[src/rtl/key_debouncer.sv]
// Push-button debouncer: 2-flop synchronizer, 4-state qualification FSM, registered level/strobe
// and a wrapping press counter. Define AUTO_REPEAT_EN to compile in hold-to-repeat strobes.
module key_debouncer #(
   parameter int unsigned DEBOUNCE_CNT  = 32'd1000000,
   parameter int unsigned REPEAT_DELAY  = 32'd25000000,
   parameter int unsigned REPEAT_PERIOD = 32'd5000000
) (
   input  logic       clk,
   input  logic       rst,
   input  logic       key_n,
   output logic       key_level,
   output logic       key_pulse,
   output logic [7:0] press_cnt
);

   // DEBOUNCE_CNT of 0 behaves like 1: accept after a single stable FSM cycle.
   localparam logic [31:0] DbLast = (DEBOUNCE_CNT < 2) ? 32'd0 : 32'(DEBOUNCE_CNT - 1);

   typedef enum logic [1:0] {StIdle, StPressWait, StHeld, StReleaseWait} state_e;

   state_e      state_q, state_d;
   logic [31:0] cnt_q, cnt_d;
   logic [1:0]  sync_q;
   logic        sync_p;
   logic        pulse_d;
   logic        rep_fire;

   always_ff @(posedge clk or negedge rst) begin
      if (!rst) sync_q <= 2'b11;
      else      sync_q <= {sync_q[0], key_n};
   end

   assign sync_p = ~sync_q[1];

`ifdef AUTO_REPEAT_EN
   // Limits kept >= 2 so a repeat can never land on the cycle right after another strobe.
   localparam logic [31:0] RepDelayLast  = (REPEAT_DELAY < 3)  ? 32'd1 : 32'(REPEAT_DELAY - 1);
   localparam logic [31:0] RepPeriodLast = (REPEAT_PERIOD < 3) ? 32'd1 : 32'(REPEAT_PERIOD - 1);

   logic [31:0] rep_cnt_q, rep_cnt_d;
   logic        rep_phase_q, rep_phase_d;

   assign rep_fire = (state_q == StHeld) && sync_p &&
                     (rep_cnt_q == (rep_phase_q ? RepPeriodLast : RepDelayLast));

   always_comb begin
      rep_cnt_d   = rep_cnt_q;
      rep_phase_d = rep_phase_q;
      if (state_q == StIdle) begin
         rep_cnt_d   = 32'd0;
         rep_phase_d = 1'b0;
      end else if (state_q == StHeld && sync_p) begin
         if (rep_fire) begin
            rep_cnt_d   = 32'd0;
            rep_phase_d = 1'b1;
         end else begin
            rep_cnt_d = rep_cnt_q + 32'd1;
         end
      end
   end

   always_ff @(posedge clk or negedge rst) begin
      if (!rst) begin
         rep_cnt_q   <= 32'd0;
         rep_phase_q <= 1'b0;
      end else begin
         rep_cnt_q   <= rep_cnt_d;
         rep_phase_q <= rep_phase_d;
      end
   end
`else
   logic unused_rep;
   assign unused_rep = ^{REPEAT_DELAY, REPEAT_PERIOD};
   assign rep_fire   = 1'b0;
`endif

   always_comb begin
      state_d = state_q;
      cnt_d   = cnt_q;
      pulse_d = 1'b0;
      case (state_q)
         StIdle: begin
            if (sync_p) begin
               state_d = StPressWait;
               cnt_d   = 32'd0;
            end
         end
         StPressWait: begin
            if (!sync_p) begin
               state_d = StIdle;
            end else if (cnt_q == DbLast) begin
               state_d = StHeld;
               pulse_d = 1'b1;
            end else begin
               cnt_d = cnt_q + 32'd1;
            end
         end
         StHeld: begin
            if (!sync_p) begin
               state_d = StReleaseWait;
               cnt_d   = 32'd0;
            end else begin
               pulse_d = rep_fire;
            end
         end
         StReleaseWait: begin
            if (sync_p) begin
               state_d = StHeld;
            end else if (cnt_q == DbLast) begin
               state_d = StIdle;
            end else begin
               cnt_d = cnt_q + 32'd1;
            end
         end
         default: state_d = StIdle;
      endcase
   end

   always_ff @(posedge clk or negedge rst) begin
      if (!rst) begin
         state_q   <= StIdle;
         cnt_q     <= 32'd0;
         key_level <= 1'b0;
         key_pulse <= 1'b0;
         press_cnt <= 8'd0;
      end else begin
         state_q   <= state_d;
         cnt_q     <= cnt_d;
         key_level <= (state_d == StHeld) || (state_d == StReleaseWait);
         key_pulse <= pulse_d;
         if (pulse_d) press_cnt <= press_cnt + 8'd1;
      end
   end

endmodule

[config.mk]
export PLATFORM = sky130hd
export DESIGN_NAME = key_debouncer
export DESIGN_NICKNAME = d
export VERILOG_FILES = /design/src/rtl/key_debouncer.sv
export SDC_FILE = /design/constraint.sdc
export NUM_CORES = 1
export LEC_CHECK = 0
export ABC_AREA = 1
export CAP_MARGIN = 20
export CORE_ASPECT_RATIO = 2
export CORE_UTILIZATION = 52
export CTS_BUF_LIST = sky130_fd_sc_hd__clkbuf_4 sky130_fd_sc_hd__clkbuf_8
export CTS_CLUSTER_SIZE = 16
export DETAILED_ROUTE_END_ITERATION = 16
export PLACE_DENSITY = 0.7
export SYNTH_ARGS = -nofsm -noshare
export SYNTH_HDL_FRONTEND = slang
export SYNTH_SLANG_ARGS = --single-unit
export TNS_END_PERCENT = 10
[constraint.sdc]
create_clock -name clk -period 4.05 [get_ports clk]
set_clock_uncertainty 0.05 [all_clocks]
set_input_delay 0.405 -clock clk [delete_from_list [all_inputs] [get_ports clk]]
set_output_delay 0.405 -clock clk [all_outputs]
set_load 0.01 [all_outputs]
==> results.py, run 1 <==
metrics = {
    "yosys": {
        "postSynth.asyncResetShare_pct": 100,
        "synth_area_um2": 3090,
        "synth_top_area_share_pct": 35.6,
        "synth_edf_count": 0,
        "ys_ff_latch": 46,
        "ys_seq_area_share_pct": 37.3,
        "yosys.area.top_type": "dfrtp_1",
        "synth_nets": 461,
        "avgSynthCellArea_um2": 6.77,
        "synthDistinctLibCells": 24,
        "ys.flop_type": "dfrtp_1",
        "postSynthCellCount": 456,
        "synth.top_cells.by_count": "nand2_1 (170), nor2_1 (79), dfrtp_1 (44)",
        "synth.area.top_cells": "dfrtp_1 (36%), nand2_1 (21%), nor2_1 (9.6%)",
        "synth-warning-count": 0,
        "synth.most_common_cell": "nand2_1",
    },
    "timing": {
        "setup_viol": 0,
        "min_period_ns": 2.41,
        "hold_violations": 0,
        "period_share_pct": 59.5,
        "max_freq_ghz": 0.415,
        "tightest_slew_ns": 0.637,
        "final_max_slew_viol_count": 0,
        "slew_headroom_pct": 57.4,
        "tns_ns": 0,
        "rsz0062_at_grt": "false",
    },
    "routing": {
        "wl_um": 7650,
        "drt_iter0_drc": 89,
        "vias": 2912,
        "ant_nets": 0,
        "remaining_drc_errors": 0,
        "routedWlPerCell_um": 14.3,
        "first_pass_iters": 5,
        "via_per_inst": 5.45,
    },
    "global_routing": {
        "grt_pass1_wl_um": 13600,
        "grt.total_usage_pct": 28.0,
        "overflow": 0,
        "grt_start_max_net_pins": 47,
        "antenna_found_initial": 0,
        "grt_pass1_vias": 2954,
    },
    "placed_design": {
        "place_hpwl_um": 5910,
        "dp.cells": 523,
        "gp_congestion": 0.961,
        "io_buffer_count": 12,
        "place_area_um2": 3220,
    },
    "clock_tree": {
        "clockRootBuffer": "clkbuf_8",
        "clk_latency_ns": 0.32,
        "path_clk_slew_ns": 0.10,
        "post_cts_buffers": 0,
        "numCtsBuffers": 5,
        "htreeDepth": 2,
        "cts_tree": "built",
        "cts_max_path_buffers": 2,
        "clkSinkCount": 46,
    },
    "min_path": {
        "hold_class": "register to register",
    },
    "setup_path": {
        "slowest_stage": "dfrtp_1",
        "end_kind": "register",
        "crit_chain": "ha_1, nand3_2, nor2_4, nand3_2, o21bai_4, buf_4, o21ai_0",
        "cpPeakStageDelay_ns": 0.46,
        "critical_path_class": "register to register",
        "crit_required_ns": 4.20,
        "start_kind": "register",
        "cp_common_cell": "nand3_2",
        "arrival_ns": 2.56,
        "critPathMaxFanout": 24,
    },
    "flow_run": {
        "max_cap_viol_count": 0,
    },
    "pwr": {
        "peakVddDrop_uv": 254,
        "power_leakage_uw": 0.00150,
        "p_clk_share_pct": 36.8,
        "power_frac_comb_pct": 6.2,
        "internal_power_uw": 603,
        "pwr-share-seq_pct": 57.0,
        "p_total_uw": 825,
        "switching_share_pct": 26.9,
        "p_per_area_nw_per_um2": 245,
        "p_sw_uw": 222,
    },
    "layout": {
        "finalNonFillerCells": 534,
        "syn_to_final_growth_pct": 8.87,
        "antennaDiodeCount": 0,
        "utilization_pct": 58.9,
        "layout.nets": 477,
        "fin_area_um2": 3360,
        "drive_gt1_share_pct": 9.09,
    },
    "floorplan": {
        "initial_core_util_pct": 54.1,
        "io-pin-count": 13,
        "rows": 39,
        "dieHeight_um": 111,
        "coreArea_um2": 5710,
        "die_area_um2": 6270,
        "die_width_um": 56.5,
    },
    "run_status": {
        "outcome": "complete, no violations",
    },
}
sequential cells by signal, summed over array words and instances (netlist names):
signal     count
cnt_q         32
press_cnt      8
state_q        2
sync_q         2
key_level      1
key_pulse      1
placed cells by master (no fill, tap or decap):
cell,count
dfstp_2,2
buf_12,1
clkdlybuf4s50_1,11
o21ai_0,4
nand3_1,40
o21bai_4,1
dlygate4sd3_1,1
buf_4,3
nor3b_1,1
buf_8,1
nor2_2,2
a21oi_1,3
nand2_1,170
clkinv_1,1
nor2_4,3
inv_6,1
clkinv_4,1
nor4_1,1
nor2_1,79
dfrtp_1,44
xnor2_1,6
nor3_1,8
ha_1,2
inv_1,38
nand3_2,3
o21ai_2,18
nand4_1,11
clkinvlp_4,1
clkbuf_8,5
xor2_1,10
buf_2,1
power groups by stage:
stage          logic (uW)  clock network, uW  registers, uW
6_report             51.1                303            471
5_1_grt              57.4                329            471
4_1_cts              47.4                313            470
3_5_place_dp         47.1                  0            479
3_3_place_gp         46.1                  0            479
2_1_floorplan        32.1                  0            478
cell type report:
type / instances / area (um2)
Tap cell: 61 / 76.3
Inverter: 39 / 146
Fill cell: 545 / 2350
Timing Repair Buffer: 18 / 183
Sequential cell: 46 / 1150
Clock buffer: 5 / 68.8
Multi-Input combinational cell: 362 / 1710
Clock inverter: 3 / 25.0
layer usage:
layer  track usage [%]  wire length (um)  vias to the layer above
li1                  -                 -                     1478
met1              28.4              2770                     1314
met2              50.1              4190                       86
met3              4.78               231                       34
met4              18.7               457                        0
met5                 0                 0                        -
cell families (layout without fill, tap and decap cells):
| group | count (synthesis) | count (layout) | synth area share, % |
|---|---|---|---|
| adders and majority gates | 2 | 2 | 0.810 |
| DFF | 46 | 46 | 37.3 |
| and+or+nand+nor | 318 | 318 | 43.2 |
| buffers and inverters | 48 | 65 | 7.29 |
| AOI/OAI and AO/OA | 26 | 26 | 6.84 |
| xor gates and xnor gates | 16 | 16 | 4.54 |
worst max-delay path: cells and delay by family, from the launching register on:
family                   cells  cell delay (ns)
AO/OA/AOI/OAI                2             0.56
adder cells (fa/ha/maj)      1             0.31
AND/OR/NAND/NOR              3             0.50
buffers and inverters        1             0.39
flip-flops                   1             0.46
stage by stage:
step	hold slack (ns)	setup slack (ns)
CTS	0.247	1.58
floorplan	0.0594	2.32
global placement	0.296	1.70
global route	0.321	1.39
detailed placement	0.297	1.63
finish	0.311	1.64
path summary, 6_finish.rpt:
check | start | depth (start not counted) | to | slack (ns)
setup / recovery | cnt_q[0]$_DFFE_PN0P_ | 7 | cnt_q[18]$_DFFE_PN0P_ | 1.64
hold / removal | sync_q[0]$_DFF_PN1_ | 0 | sync_q[1]$_DFF_PN1_ | 0.31
setup reg to reg | cnt_q[0]$_DFFE_PN0P_ | 7 | cnt_q[18]$_DFFE_PN0P_ | 1.64
hold reg to reg | sync_q[0]$_DFF_PN1_ | 0 | sync_q[1]$_DFF_PN1_ | 0.31
max in group asynchronous | rst | 3 | sync_q[1]$_DFF_PN1_ | 3.05
min in group asynchronous | rst | 2 | press_cnt[0]$_DFFE_PN0P_ | 0.39
what timing repair did:
| action | CTS | global route |
|---|---|---|
| hold buffers | 0 | 1 |
| resized for setup | 0 | 0 |
| endpoints found under the hold margin | 0 | 5 |
No activity file was read; power rests on OpenSTA's default activity.
==> run 2: changes to the inputs <==
Settings changed: PLACE_DENSITY 0.7 to 0.73.
Clock period 4.05 ns to 2.2 ns, I/O delays scaled along.
==> results.py, run 2 (synthesis results as in run 1) <==
metrics = {
    "run_status": {
        "outcome": "complete, no violations",
    },
    "routing": {
        "wl_um": 8280,
        "remaining_drc_errors": 0,
        "drt_iter0_drc": 102,
        "ant_nets": 0,
        "vias": 3019,
        "routedWlPerCell_um": 15.0,
        "via_per_inst": 5.47,
        "first_pass_iters": 6,
    },
    "pwr": {
        "peakVddDrop_uv": 429,
        "power_leakage_uw": 0.00160,
        "p_per_area_nw_per_um2": 426,
    },
    "layout": {
        "layout.nets": 495,
        "finalNonFillerCells": 552,
        "drive_gt1_share_pct": 12.4,
        "final_cell_mix": "nand2_1 (170), nor2_1 (79), dfrtp_1 (44), nand3_1 (40), inv_1 (38)",
        "fill_cells": 567,
        "final_common_cell": "nand2_1",
        "reg.largest.list": "cnt_q: 32 flops, press_cnt: 8 flops",
        "antennaDiodeCount": 0,
        "largest_register_ffs": 32,
        "top_register": "cnt_q",
        "syn_to_final_growth_pct": 13.0,
    },
    "timing": {
        "slew_headroom_pct": 44.6,
        "hold_violations": 0,
        "period_share_pct": 91.9,
        "min_period_ns": 2.02,
        "setup_viol": 0,
        "final_max_slew_viol_count": 0,
        "tns_ns": 0,
        "rsz0062_at_grt": "false",
        "tightest_slew_ns": 0.831,
        "worst_slack_ns": 0.179,
        "max_freq_ghz": 0.495,
    },
    "setup_path": {
        "reg2regPathDepth": 9,
        "start_kind": "register",
        "r2r-end": "press_cnt[7]$_DFFE_PN0P_",
        "r2r_slack_ns": 0.18,
        "critPathMaxFanout": 9,
        "crit_buf_inv": 1,
        "critical_path_class": "register to register",
        "critPathLaunch": "cnt_q[1]$_DFFE_PN0P_",
        "cp_top_family": "simple AND/OR/NAND/NOR gates",
        "critPathCapture": "press_cnt[7]$_DFFE_PN0P_",
        "path_depth": 9,
        "reg2reg_from": "cnt_q[1]$_DFFE_PN0P_",
        "slowest_stage": "dfrtp_1",
        "cpPeakStageDelay_ns": 0.38,
        "crit_required_ns": 2.35,
        "crit_chain": "ha_1, nand3_2, buf_4, nor3_1, nand3_1, nor2_4, nand3_2, nand2_1, nand2_1",
        "arrival_ns": 2.17,
        "end_kind": "register",
    },
    "global_routing": {
        "grt_pass1_wl_um": 14100,
        "grt_start_max_net_pins": 43,
        "grtUsageMet2_pct": 55.2,
        "grt.total_usage_pct": 29.4,
        "top_usage_layer": "met2",
        "overflow": 0,
        "antenna_found_initial": 0,
        "grt_util_met3_pct": 3.62,
        "grtUsageMet1_pct": 29.2,
        "grt_pass1_vias": 3070,
    },
    "floorplan": {
        "initial_core_util_pct": 54.1,
        "die_width_um": 56.5,
        "rows": 39,
        "die_area_um2": 6270,
        "io-pin-count": 13,
        "coreArea_um2": 5710,
        "dieHeight_um": 111,
    },
    "placed_design": {
        "dp.cells": 542,
        "place_hpwl_um": 6430,
        "io_buffer_count": 12,
        "pre_cts_slack_ns": 0.0432,
        "gp_congestion": 0.970,
    },
    "clock_tree": {
        "cts_tree": "built",
        "cts.repair.resized": 0,
        "clkSinkCount": 46,
        "path_clk_slew_ns": 0.09,
        "clk_latency_ns": 0.30,
        "numCtsBuffers": 5,
        "post_cts_buffers": 0,
        "cts_max_path_buffers": 2,
        "clockRootBuffer": "clkbuf_8",
        "htreeDepth": 2,
    },
    "min_path": {
        "hold_depth": 1,
        "hold_class": "input pin to register",
    },
    "flow_run": {
        "max_cap_viol_count": 0,
    },
}
[run 2: cell types whose count changed in the layout (fill, tap and decap cells not counted), sizes merged]
cell,previous run,this run
buf,6,24
clkbuf,5,6
clkinv,2,3
clkinvlp,1,0
inv,39,38
[run 2: timing repair]
item | CTS | global route
endpoints found under the setup margin | 0 | 0
endpoints found under the hold margin | 32 | 0
hold buffers | 1 | 0
[run 2: how the worst min path moves through the flow]
| stage | from | end | slack [ns] |
|---|---|---|---|
| floorplan | rst | cnt_q[0]$_DFFE_PN0P_ | -0.13 |
| finish | key_n | sync_q[0]$_DFF_PN1_ | 0.26 |
| detailed placement | sync_q[0]$_DFF_PN1_ | sync_q[1]$_DFF_PN1_ | 0.30 |
| CTS | key_n | sync_q[0]$_DFF_PN1_ | 0.26 |
| global placement | rst | press_cnt[2]$_DFFE_PN0P_ | 0.30 |
| global route | key_n | sync_q[0]$_DFF_PN1_ | 0.29 |
[run 2: layer usage]
metal	vias to the layer above	share of wire, %
met5	-	0
met4	0	5.7
met3	30	3.6
met2	94	55
met1	1386	36
li1	1509	-
[run 2: cell type report]
| type | count | area (um2) | share of cell area, % |
|---|---|---|---|
| Tap cell | 61 | 76.3 | 2.19 |
| Clock buffer | 6 | 76.3 | 2.19 |
| Sequential cell | 46 | 1150 | 33.0 |
| Clock inverter | 2 | 10.0 | 0.287 |
| Timing Repair Buffer | 36 | 318 | 9.10 |
| Inverter | 39 | 146 | 4.19 |
| Multi-Input combinational cell | 362 | 1710 | 49.0 |
[run 2: power breakdown]
part	total (uW)	internal [uW]	switching (uW)
Clock	518	233	286
Sequential	863	855	7.87
Combinational	104	31.1	72.9
Total	1490	1120	366
[run 2: worst register-to-register path, delay by kind of cell, from the launching register on]
kind / cells / cell delay, ns
simple gates: 7 / 1.12
flops: 1 / 0.38
fa+ha+maj: 1 / 0.20
buf+inv: 1 / 0.17
[run 2: stage by stage]
stage | total power, uW | util [%] | hold slack, ns | cell area [um2]
floorplan | 939 | - | -0.126 | 3090
global placement | 978 | 59.2 | 0.297 | 3380
detailed placement | 981 | 59.2 | 0.304 | 3380
CTS | 1500 | 60.9 | 0.263 | 3480
global route | 1540 | 61.1 | 0.287 | 3490
finish | 1490 | 61.1 | 0.265 | 3490
